==> config.mk <==
export PLATFORM = sky130hd
export DESIGN_NAME = pes_serial_add_ctrl
export DESIGN_NICKNAME = d
export VERILOG_FILES = /design/src/rtl/pes_adder_pkg.sv /design/src/rtl/pes_half_adder.sv /design/src/rtl/pes_serial_add_ctrl.sv
export SDC_FILE = /design/constraint.sdc
export NUM_CORES = 1
export LEC_CHECK = 0
export ABC_AREA = 1
export ABC_CLOCK_PERIOD_IN_PS = 2280
export CORE_MARGIN = 5
export CORE_UTILIZATION = 51
export CTS_CLUSTER_DIAMETER = 60
export DETAILED_ROUTE_END_ITERATION = 10
export PLACE_DENSITY = 0.75
export SLEW_MARGIN = 20
export SYNTH_ARGS = -nofsm -noshare
export SYNTH_HDL_FRONTEND = slang
export SYNTH_SLANG_ARGS = --single-unit
==> constraint.sdc <==
create_clock -name i_clk -period 2.28 [get_ports i_clk]
set_input_delay 0.456 -clock i_clk [delete_from_list [all_inputs] [get_ports i_clk]]
set_output_delay 0.456 -clock i_clk [all_outputs]
set_load 0.01 [all_outputs]
==> src/rtl/pes_adder_pkg.sv <==
`default_nettype none
// ============================================================================
// pes_adder_pkg : shared types and constants for the serial half-adder sequencer
// Rev 1.0
// ============================================================================
package pes_adder_pkg;

   localparam int c_default_width = 8;
   localparam int c_latency       = 2 * c_default_width + 1;

   typedef enum logic [1:0] {
      ST_IDLE  = 2'd0,
      ST_PASS1 = 2'd1,
      ST_PASS2 = 2'd2,
      ST_DONE  = 2'd3
   } state_t;

endpackage
`default_nettype wire

==> src/rtl/pes_half_adder.sv <==
`default_nettype none
// ============================================================================
// pes_half_adder : single-bit half adder shared by the serial sequencer
// Rev 1.0
// ============================================================================
module pes_half_adder (
   input  logic i_a,
   input  logic i_b,
   output logic o_sum,
   output logic o_carry
);

   assign o_sum   = i_a ^ i_b;
   assign o_carry = i_a & i_b;

endmodule
`default_nettype wire

==> src/rtl/pes_serial_add_ctrl.sv <==
`default_nettype none
// ============================================================================
// pes_serial_add_ctrl : WIDTH-bit adder built from one half adder, two passes/bit
// Rev 1.0
// ============================================================================
module pes_serial_add_ctrl
   import pes_adder_pkg::*;
#(
   parameter int WIDTH = c_default_width
) (
   input  logic             i_clk,
   input  logic             i_rst,
   input  logic             i_start,
   input  logic [WIDTH-1:0] i_op_a,
   input  logic [WIDTH-1:0] i_op_b,
   input  logic             i_cin,
   output logic             o_ready,
   output logic             o_busy,
   output logic             o_done,
   output logic [WIDTH-1:0] o_sum,
   output logic             o_carry
);

   localparam int               IDX_W      = $clog2(WIDTH);
   localparam logic [IDX_W-1:0] c_last_idx = IDX_W'(WIDTH - 1);

   state_t           r_state;
   state_t           w_next_state;
   logic [WIDTH-1:0] r_op_a;
   logic [WIDTH-1:0] r_op_b;
   logic [WIDTH-1:0] r_result;
   logic [WIDTH-1:0] r_sum;
   logic [IDX_W-1:0] r_idx;
   logic             r_s1;
   logic             r_c1;
   logic             r_carry;
   logic             r_carry_out;

   logic             w_ha_a;
   logic             w_ha_b;
   logic             w_ha_sum;
   logic             w_ha_carry;
   logic [WIDTH-1:0] w_next_result;
   logic             w_next_carry;
   logic             w_last_bit;

   pes_half_adder u_half_adder (
      .i_a     (w_ha_a),
      .i_b     (w_ha_b),
      .o_sum   (w_ha_sum),
      .o_carry (w_ha_carry)
   );

   // Input mux: operand bits in PASS1, partial sum and running carry in PASS2
   always_comb begin
      w_ha_a = 1'b0;
      w_ha_b = 1'b0;
      case (r_state)
         ST_PASS1: begin
            w_ha_a = r_op_a[r_idx];
            w_ha_b = r_op_b[r_idx];
         end
         ST_PASS2: begin
            w_ha_a = r_s1;
            w_ha_b = r_carry;
         end
         default: ;
      endcase
   end

   assign w_last_bit    = (r_idx == c_last_idx);
   assign w_next_result = {w_ha_sum, r_result[WIDTH-1:1]};
   // c1 and the second-pass carry are mutually exclusive, so OR is exact
   assign w_next_carry  = r_c1 | w_ha_carry;

   always_ff @(posedge i_clk) begin
      if (i_rst) r_state <= ST_IDLE;
      else       r_state <= w_next_state;
   end

   always_comb begin
      w_next_state = r_state;
      case (r_state)
         ST_IDLE:  if (i_start) w_next_state = ST_PASS1;
         ST_PASS1: w_next_state = ST_PASS2;
         ST_PASS2: w_next_state = w_last_bit ? ST_DONE : ST_PASS1;
         ST_DONE:  w_next_state = ST_IDLE;
         default:  w_next_state = ST_IDLE;
      endcase
   end

   always_ff @(posedge i_clk) begin
      if (i_rst) begin
         r_op_a      <= '0;
         r_op_b      <= '0;
         r_result    <= '0;
         r_sum       <= '0;
         r_idx       <= '0;
         r_s1        <= 1'b0;
         r_c1        <= 1'b0;
         r_carry     <= 1'b0;
         r_carry_out <= 1'b0;
      end else begin
         case (r_state)
            ST_IDLE: begin
               if (i_start) begin
                  r_op_a  <= i_op_a;
                  r_op_b  <= i_op_b;
                  r_carry <= i_cin;
                  r_idx   <= '0;
               end
            end
            ST_PASS1: begin
               r_s1 <= w_ha_sum;
               r_c1 <= w_ha_carry;
            end
            ST_PASS2: begin
               r_result <= w_next_result;
               r_carry  <= w_next_carry;
               if (w_last_bit) begin
                  // Publish on the PASS2->DONE edge so outputs are valid during DONE
                  r_sum       <= w_next_result;
                  r_carry_out <= w_next_carry;
               end else begin
                  r_idx <= r_idx + 1'b1;
               end
            end
            default: ;
         endcase
      end
   end

   assign o_ready = (r_state == ST_IDLE);
   assign o_busy  = (r_state == ST_PASS1) || (r_state == ST_PASS2);
   assign o_done  = (r_state == ST_DONE);
   assign o_sum   = r_sum;
   assign o_carry = r_carry_out;

endmodule
`default_nettype wire

# Yosys cells after proc, flatten, opt, wreduce, memory -nomap -nowiden
# Index checks and enable logic that the tools add are counted.
# totals
reg_bits	41
input_bits	20
output_inout_bits	12
elab_cells	42
# classes
add_sub_neg	1
order_cmp	1
n_eq_ne	6
mux	14
bitwise	3
reduce_logical	7
# op_table
cell	n
one-hot mux 2 bit (4 select lines)	1
binary-select mux 1 bit (select 3 bit)	2
2-to-1 mux 3 bit	2
one-hot mux 1 bit (2 select lines)	3
one-hot mux 3 bit (2 select lines)	1
AND reduction 2 bit	3
== test 2 bit (second input constant)	2
< comparator 3 x 4 -> 1 bit (second input constant)	1
2-to-1 mux 2 bit	2
!= test 2 bit (second input constant)	2
adder 3 x 1 -> 3 bit (second input constant)	1
== test 3 bit (second input constant)	1
2-to-1 mux 1 bit	3
AND reduction 3 bit	1
== test 2 x 1 -> 1 bit (second input constant)	1
logical NOT 2 bit	1
nonzero test 2 bit	1
bitwise AND 1 bit	1
logical OR 1 bit	1
bitwise OR 1 bit	1
XOR 1 bit	1

# Logic depth before layout (Yosys ltp)
# Gate-level depths: netlist (run 1).
# logic_depth
depth_word	6
ltp_mapped	12
mapped_depth_nobuf	11

# Modules after synthesis
# From an unflattened synthesis (run 1), not the netlist that was laid out.
# hier_totals
cells_unflattened	230
area_unflattened_um2	1694.1
# by_module_without_submodules
mod	n_inst	cells_each	area_each_um2	seq_area_each_um2
pes_serial_add_ctrl	1	229	1681.6	800.8
pes_half_adder	1	1	12.5	0.0

# Worst setup path before layout (run 1)
# OpenSTA, ideal clock, no wires.
# synth_path
path_kind	flip-flop to flip-flop
from	reg r_state[0]
to	reg r_sum[7] (netlist: o_sum[7])
setup_time_ps	116
arrival_time_ps	1589
required_time_ps	2164
setup_slack_ps	575
path_stages_with_launch	9
path_buffers	1
period_less_slack_ps	1705
path_cell_list	dfxtp_1 > inv_1 > ha_1 > buf_2 > nand2_1 > a21oi_1 > ha_1 > o21ai_0 > nor2_1
# synth_between
elab_chain_cells	3
elab_cells_between_ends	6
classes_between	eq/ne (2); mux (2); bitwise (1); reduce/logical (1)
# synth_rtl
item	line_no	source
from (decl)	pes_serial_add_ctrl.sv:27	state_t r_state;
from (signal assigned)	pes_serial_add_ctrl.sv:78	else r_state <= w_next_state;
== test 2 bit or == test 2 x 1 -> 1 bit (tied branches)	pes_serial_add_ctrl.sv:58	case (r_state)
one-hot mux 1 bit (2 select lines)	pes_serial_add_ctrl.sv:58	
XOR 1 bit (*)	pes_half_adder.sv:13	assign o_sum = i_a ^ i_b;
named net u_half_adder.o_sum	pes_half_adder.sv:9	output logic o_sum,
to (signal assigned)	pes_serial_add_ctrl.sv:122	r_sum <= w_next_result;
to (decl)	pes_serial_add_ctrl.sv:32	logic [WIDTH-1:0] r_sum;
# The timed path passes the listed nets; every way through them passes the cells marked *.
# A chain may end at the register's enable or synchronous reset.

# Final worst setup path (run 1)
# layout_path
from	reg r_state[0]
to	out o_busy
# layout_between
elab_chain_cells	2
elab_cells_between_ends	3
classes_between	eq/ne (2); reduce/logical (1)
# layout_rtl
item	line_no	source
== test 2 x 1 -> 1 bit or == test 2 bit (tied branches)	pes_serial_add_ctrl.sv:134	assign o_busy = (r_state == ST_PASS1) || (r_state == ST_PASS2);
logical OR 1 bit (*)	pes_serial_add_ctrl.sv:134	
to (decl)	pes_serial_add_ctrl.sv:18	output logic o_busy,
# Mark *: on every way between the ends. The rest lies on a longest branch, timed or not.

==> flow_summary.ini, run 1 <==
[timing]
setup_viol = 0
tightest_slew_ns = 0.323
period_needed_ns = 2.13
rsz0062_at_grt = no
fin_skew_ns = 0.0126
fmax_mhz = 471
tns_ns = 0
drv_slew = 0
timing.final.crit_share = 0.932
slew-limit-headroom = 0.784
hold_viol = 0

[clocking]
cts_inserted_buffers = 5
path_clk_slew_ns = 0.11
cts_hold_buf = 0
cts-htree-levels = 2
clockRootBuffer = clkbuf_4
cts_sinks = 40
post_cts_resized = 0
clk_path_buf_depth = 2
tritoncts = yes
post_cts_buffers = 0
clk_latency_ns = 0.34

[detailed_routing]
routed_via_density = 4.81
wirelength_um = 3320
wire_per_inst_um = 10.7
drt_iter0_drc = 130
route.detailed.drc = 0
drt_first_pass_iters = 4
via_count = 1496
antenna_violating_nets_post_route = 0

[layout]
antenna_cells = 0
fin_util = 0.646
nets = 293
drive_above_1_share = 0.0717
syn_to_final_growth_pct = 23.9
nFillCells = 312

[grt]
gr-usage-met2 = 0.258
grt_pass1_vias = 1370
grt_pass1_wl_um = 6080
grt_max_degree = 33
use_met1 = 0.232
grt_overflow = 0
met3_usage = 0.0493
track_usage = 0.173
grt-busiest-layer = met2
antenna_found_initial = 0

[floorplanning]
core_um2 = 3310
pin_count = 32
initial_core_util = 0.521
dieArea_um2 = 4650
die_w_um = 68.2
die_h_um = 68.2
rows = 21

[run]
cap_viol_max_count = 0

[logic_synthesis]
yosysUniqueCellTypes = 19
synth_top_cell_by_area = dfxtp_1
synth_area_leaders = dfxtp_1 46%, a21oi_1 9.0%, nand2_1 8.5%
syn_nets = 261
synth_seq_area_share = 0.464
synth_edf_count = 0
syn_area_per_cell_um2 = 7.41
synth_most_common_cell = dfxtp_1
yosys_warnings = 0
synth_flop_cell = dfxtp_1
netlist.area_leader.share = 0.464
synthArstFlopShare = 0
synth_cells = 233
ys_ff_latch = 40
syn_area_um2 = 1730
synth_common_cells = 40 x dfxtp_1, 39 x nand2_1, 31 x a21oi_1, 26 x nor2_1, 25 x inv_1

[placement]
hpwl_um = 2440
globalplace.congestion = 0.789
port_buffers = 31

[power]
p_leak_nw = 0.843
power-per-cell-area_nw_per_um2 = 719
ir_worst_vdd_mv = 0.434

[worst_setup_path]
cp-start-kind = register
crit_arrival_ns = 1.67
end_kind = primary output
worstPathRequired_ns = 1.82
path_class = reg2out
path_max_fanout = 5

[outcome]
status = finished clean

[hold_path]
hold_path_class = reg2reg
critical path, stage by stage (launching register included):
cell	delay (ns)
dfxtp_1	0.37
inv_1	0.10
ha_1	0.31
clkdlybuf4s50_1	0.54
final cells by class:
type                       instances  area (um2)  share of cell area
sequential                        40         802               0.375
multi-input combinational        155         769               0.360
timing repair buffer              36         360               0.169
inverter                          27         101              0.0474
tap                               46        57.6              0.0269
clock buffer                       6        41.3              0.0193
clock inverter                     1        5.00             0.00234
where the power goes:
part / internal (W) / switching (W)
Combinational: 0.000177 / 0.000234
Clock: 0.000114 / 0.000213
Sequential: 0.000769 / 0.0000305
Total: 0.00106 / 0.000477
layer usage:
layer | vias up | routed length, um
li1 | 812 | -
met1 | 647 | 1740
met2 | 32 | 1370
met3 | 5 | 162
met4 | 0 | 42
met5 | - | 0
worst paths after layout:
| check | startpoint | endpoint | slack, ns | depth (start not counted) |
|---|---|---|---|---|
| worst max-delay path | r_state[0]$_SDFFE_PP0P_ | o_busy | 0.15 | 3 |
| worst min-delay path | r_op_a[6]$_SDFFE_PP0P_ | r_op_a[6]$_SDFFE_PP0P_ | 0.46 | 2 |
| worst max register to register | r_idx[0]$_SDFFE_PP0P_ | o_sum[7]$_SDFFE_PP0P_ | 0.59 | 10 |
| worst min register to register | r_op_a[6]$_SDFFE_PP0P_ | r_op_a[6]$_SDFFE_PP0P_ | 0.46 | 2 |
sequential cells by signal, indices dropped and copies added, names as in the netlist:
signal / count
o_carry: 1
o_sum: 8
r_c1: 1
r_carry: 1
r_idx: 3
r_op_a: 8
r_op_b: 8
r_result: 7
r_s1: 1
r_state: 2
through the flow:
stage / instances / hold slack, ns / power, W / worst slack (ns) / instance area [um2]
after floorplan: 233 / 0.429 / 0.00109 / 0.575 / 1730
after global placement: 304 / 0.444 / 0.00122 / 0.546 / 2090
after detailed placement: 304 / 0.445 / 0.00123 / 0.499 / 2090
after CTS: 311 / 0.462 / 0.00155 / 0.104 / 2140
after global routing: 311 / 0.490 / 0.00165 / 0.0254 / 2140
final: 311 / 0.459 / 0.00154 / 0.155 / 2140
layout by cell type, fill, tap and decap left out:
cell	instances
nor3_2	1
o21ai_2	1
ha_1	8
a21oi_1	31
nand3_1	13
buf_12	1
nand2_1	39
o21ai_1	7
buf_4	4
nand2_2	1
clkbuf_4	5
inv_2	2
dfxtp_2	1
clkbuf_1	1
nor2_2	2
nor3_1	1
nor2_1	26
o21ai_0	24
inv_1	25
a211oi_1	1
dfxtp_1	39
clkinv_2	1
clkdlybuf4s50_1	31
kinds of logic after synthesis:
kind of cell	after synthesis	share of synthesized area
DFF	40	0.464
and+or+nand+nor	83	0.199
adders and majority gates	8	0.0580
buffers and inverters	38	0.0899
AOI/OAI and AO/OA	64	0.189
No activity file was read; power rests on OpenSTA's default activity.
==> run 2: changes to the inputs <==
--- a/config.mk
+++ b/config.mk
@@ -6,7 +6,8 @@
 export NUM_CORES = 1
 export LEC_CHECK = 0
 export ABC_AREA = 1
-export ABC_CLOCK_PERIOD_IN_PS = 2280
+export ABC_CLOCK_PERIOD_IN_PS = 2100
+export CORE_ASPECT_RATIO = 1.1
 export CORE_MARGIN = 5
 export CORE_UTILIZATION = 51
 export CTS_CLUSTER_DIAMETER = 60
==> constraint.sdc (replaced) <==
create_clock -name i_clk -period 2.1 [get_ports i_clk]
set_input_delay 0.42 -clock i_clk [delete_from_list [all_inputs] [get_ports i_clk]]
set_output_delay 0.42 -clock i_clk [all_outputs]
set_load 0.01 [all_outputs]
==> run 2 against run 1 <==
Worst setup slack worse by 0.059 ns; critical path depth unchanged; sequential power up 8.4%; utilization up 0.18 points; clock skew down 0.0074 ns; critical path type unchanged; power up 11%; combinational power up 8.8%; clock-buffer cell count unchanged; global-route usage down 0.43 points; via count up 1.5%.
==> flow_summary.ini, run 2 (synthesis gave the netlist of run 1 again) <==
[clocking]
cts_hold_buf = 0
clockRootBuffer = clkbuf_4
tritoncts = yes
post_cts_resized = 3
post_cts_buffers = 0
path_clk_slew_ns = 0.11
cts_sinks = 40
clk_latency_ns = 0.34
cts-htree-levels = 2
clk_path_buf_depth = 2
cts_inserted_buffers = 5

[worst_setup_path]
path_max_fanout = 5
cp-start-kind = register
crit_arrival_ns = 1.58
worstPathRequired_ns = 1.68
path_class = reg2out
end_kind = primary output

[timing]
fin_skew_ns = 0.00513
rsz0062_at_grt = no
hold_viol = 0
tightest_slew_ns = 0.326
slew-limit-headroom = 0.783
tns_ns = 0
timing.final.crit_share = 0.954
setup_viol = 0
drv_slew = 0
period_needed_ns = 2.00
fmax_mhz = 499

[detailed_routing]
drt_iter0_drc = 56
routed_via_density = 5.03
route.detailed.drc = 0
via_count = 1518
wire_per_inst_um = 11.9
drt_first_pass_iters = 4
antenna_violating_nets_post_route = 0
wirelength_um = 3580

[layout]
nFillCells = 306
syn_to_final_growth_pct = 23.9
nets = 293
fin_util = 0.647
antenna_cells = 0
mostFrequentLayoutCells = 39 x nand2_1, 39 x dfxtp_1, 31 x a21oi_1
drive_above_1_share = 0.0827

[floorplanning]
rows = 22
initial_core_util = 0.522
pin_count = 32
die_w_um = 65.5
core_um2 = 3300
dieArea_um2 = 4650
die_h_um = 71.0

[power]
power-per-cell-area_nw_per_um2 = 798
ir_worst_vdd_mv = 0.549
p_leak_nw = 0.851

[placement]
globalplace.congestion = 0.833
port_buffers = 31
hpwl_um = 2560

[grt]
antenna_found_initial = 0
track_usage = 0.169
grt_max_degree = 33
grt_pass1_vias = 1401
grt_overflow = 0
grt_pass1_wl_um = 6190

[run]
cap_viol_max_count = 0

[hold_path]
hold_path_class = reg2reg

[outcome]
status = finished clean
-- run 2: through the flow --
stage          instances  cell area, um2  power, W  setup WS, ns  hold slack (ns)
2_1_floorplan        233            1730   0.00118         0.395            0.429
3_3_place_gp         294            2060   0.00132         0.357            0.446
3_5_place_dp         294            2060   0.00133         0.382            0.449
4_1_cts              302            2130   0.00172        0.0306            0.466
5_1_grt              302            2140   0.00183       0.00223            0.491
6_report             302            2140   0.00171        0.0959            0.461
-- run 2: path summary, 6_finish.rpt --
kind,slack [ns],to,cells past startpoint,startpoint
max,0.1,o_ready,3,r_state[0]$_SDFFE_PP0P_
min,0.46,r_op_b[3]$_SDFFE_PP0P_,2,r_op_b[3]$_SDFFE_PP0P_
max reg2reg,0.33,r_idx[2]$_SDFFE_PP0P_,8,r_state[0]$_SDFFE_PP0P_
min reg2reg,0.46,r_op_b[3]$_SDFFE_PP0P_,2,r_op_b[3]$_SDFFE_PP0P_
-- run 2: cell type report --
class                   count  area (um2)  share of cell area
flip-flops and latches     40         802               0.375
multi-input cells         155         782               0.366
repair buffers             36         347               0.162
inverters                  27         101              0.0474
clock buffers               6        51.3              0.0240
well taps                  36        45.0              0.0211
clock inverters             2        10.0             0.00468
-- run 2: critical path: stages (launching register included) --
cell and delay (ns):
dfxtp_1 0.34, inv_1 0.17, ha_4 0.19, clkdlybuf4s50_1 0.54
-- run 2: power breakdown --
part / internal (W) / leakage (nW) / switching, W
Sequential: 0.000835 / 0.327 / 0.0000326
Combinational: 0.000183 / 0.486 / 0.000263
Clock: 0.000159 / 0.0380 / 0.000234
-- run 2: layer usage --
metal  GRT usage  routed length [um]
met1       0.216                1760
met2       0.270                1660
met3      0.0556                 137
met4      0.0484                  26
met5           0                   0
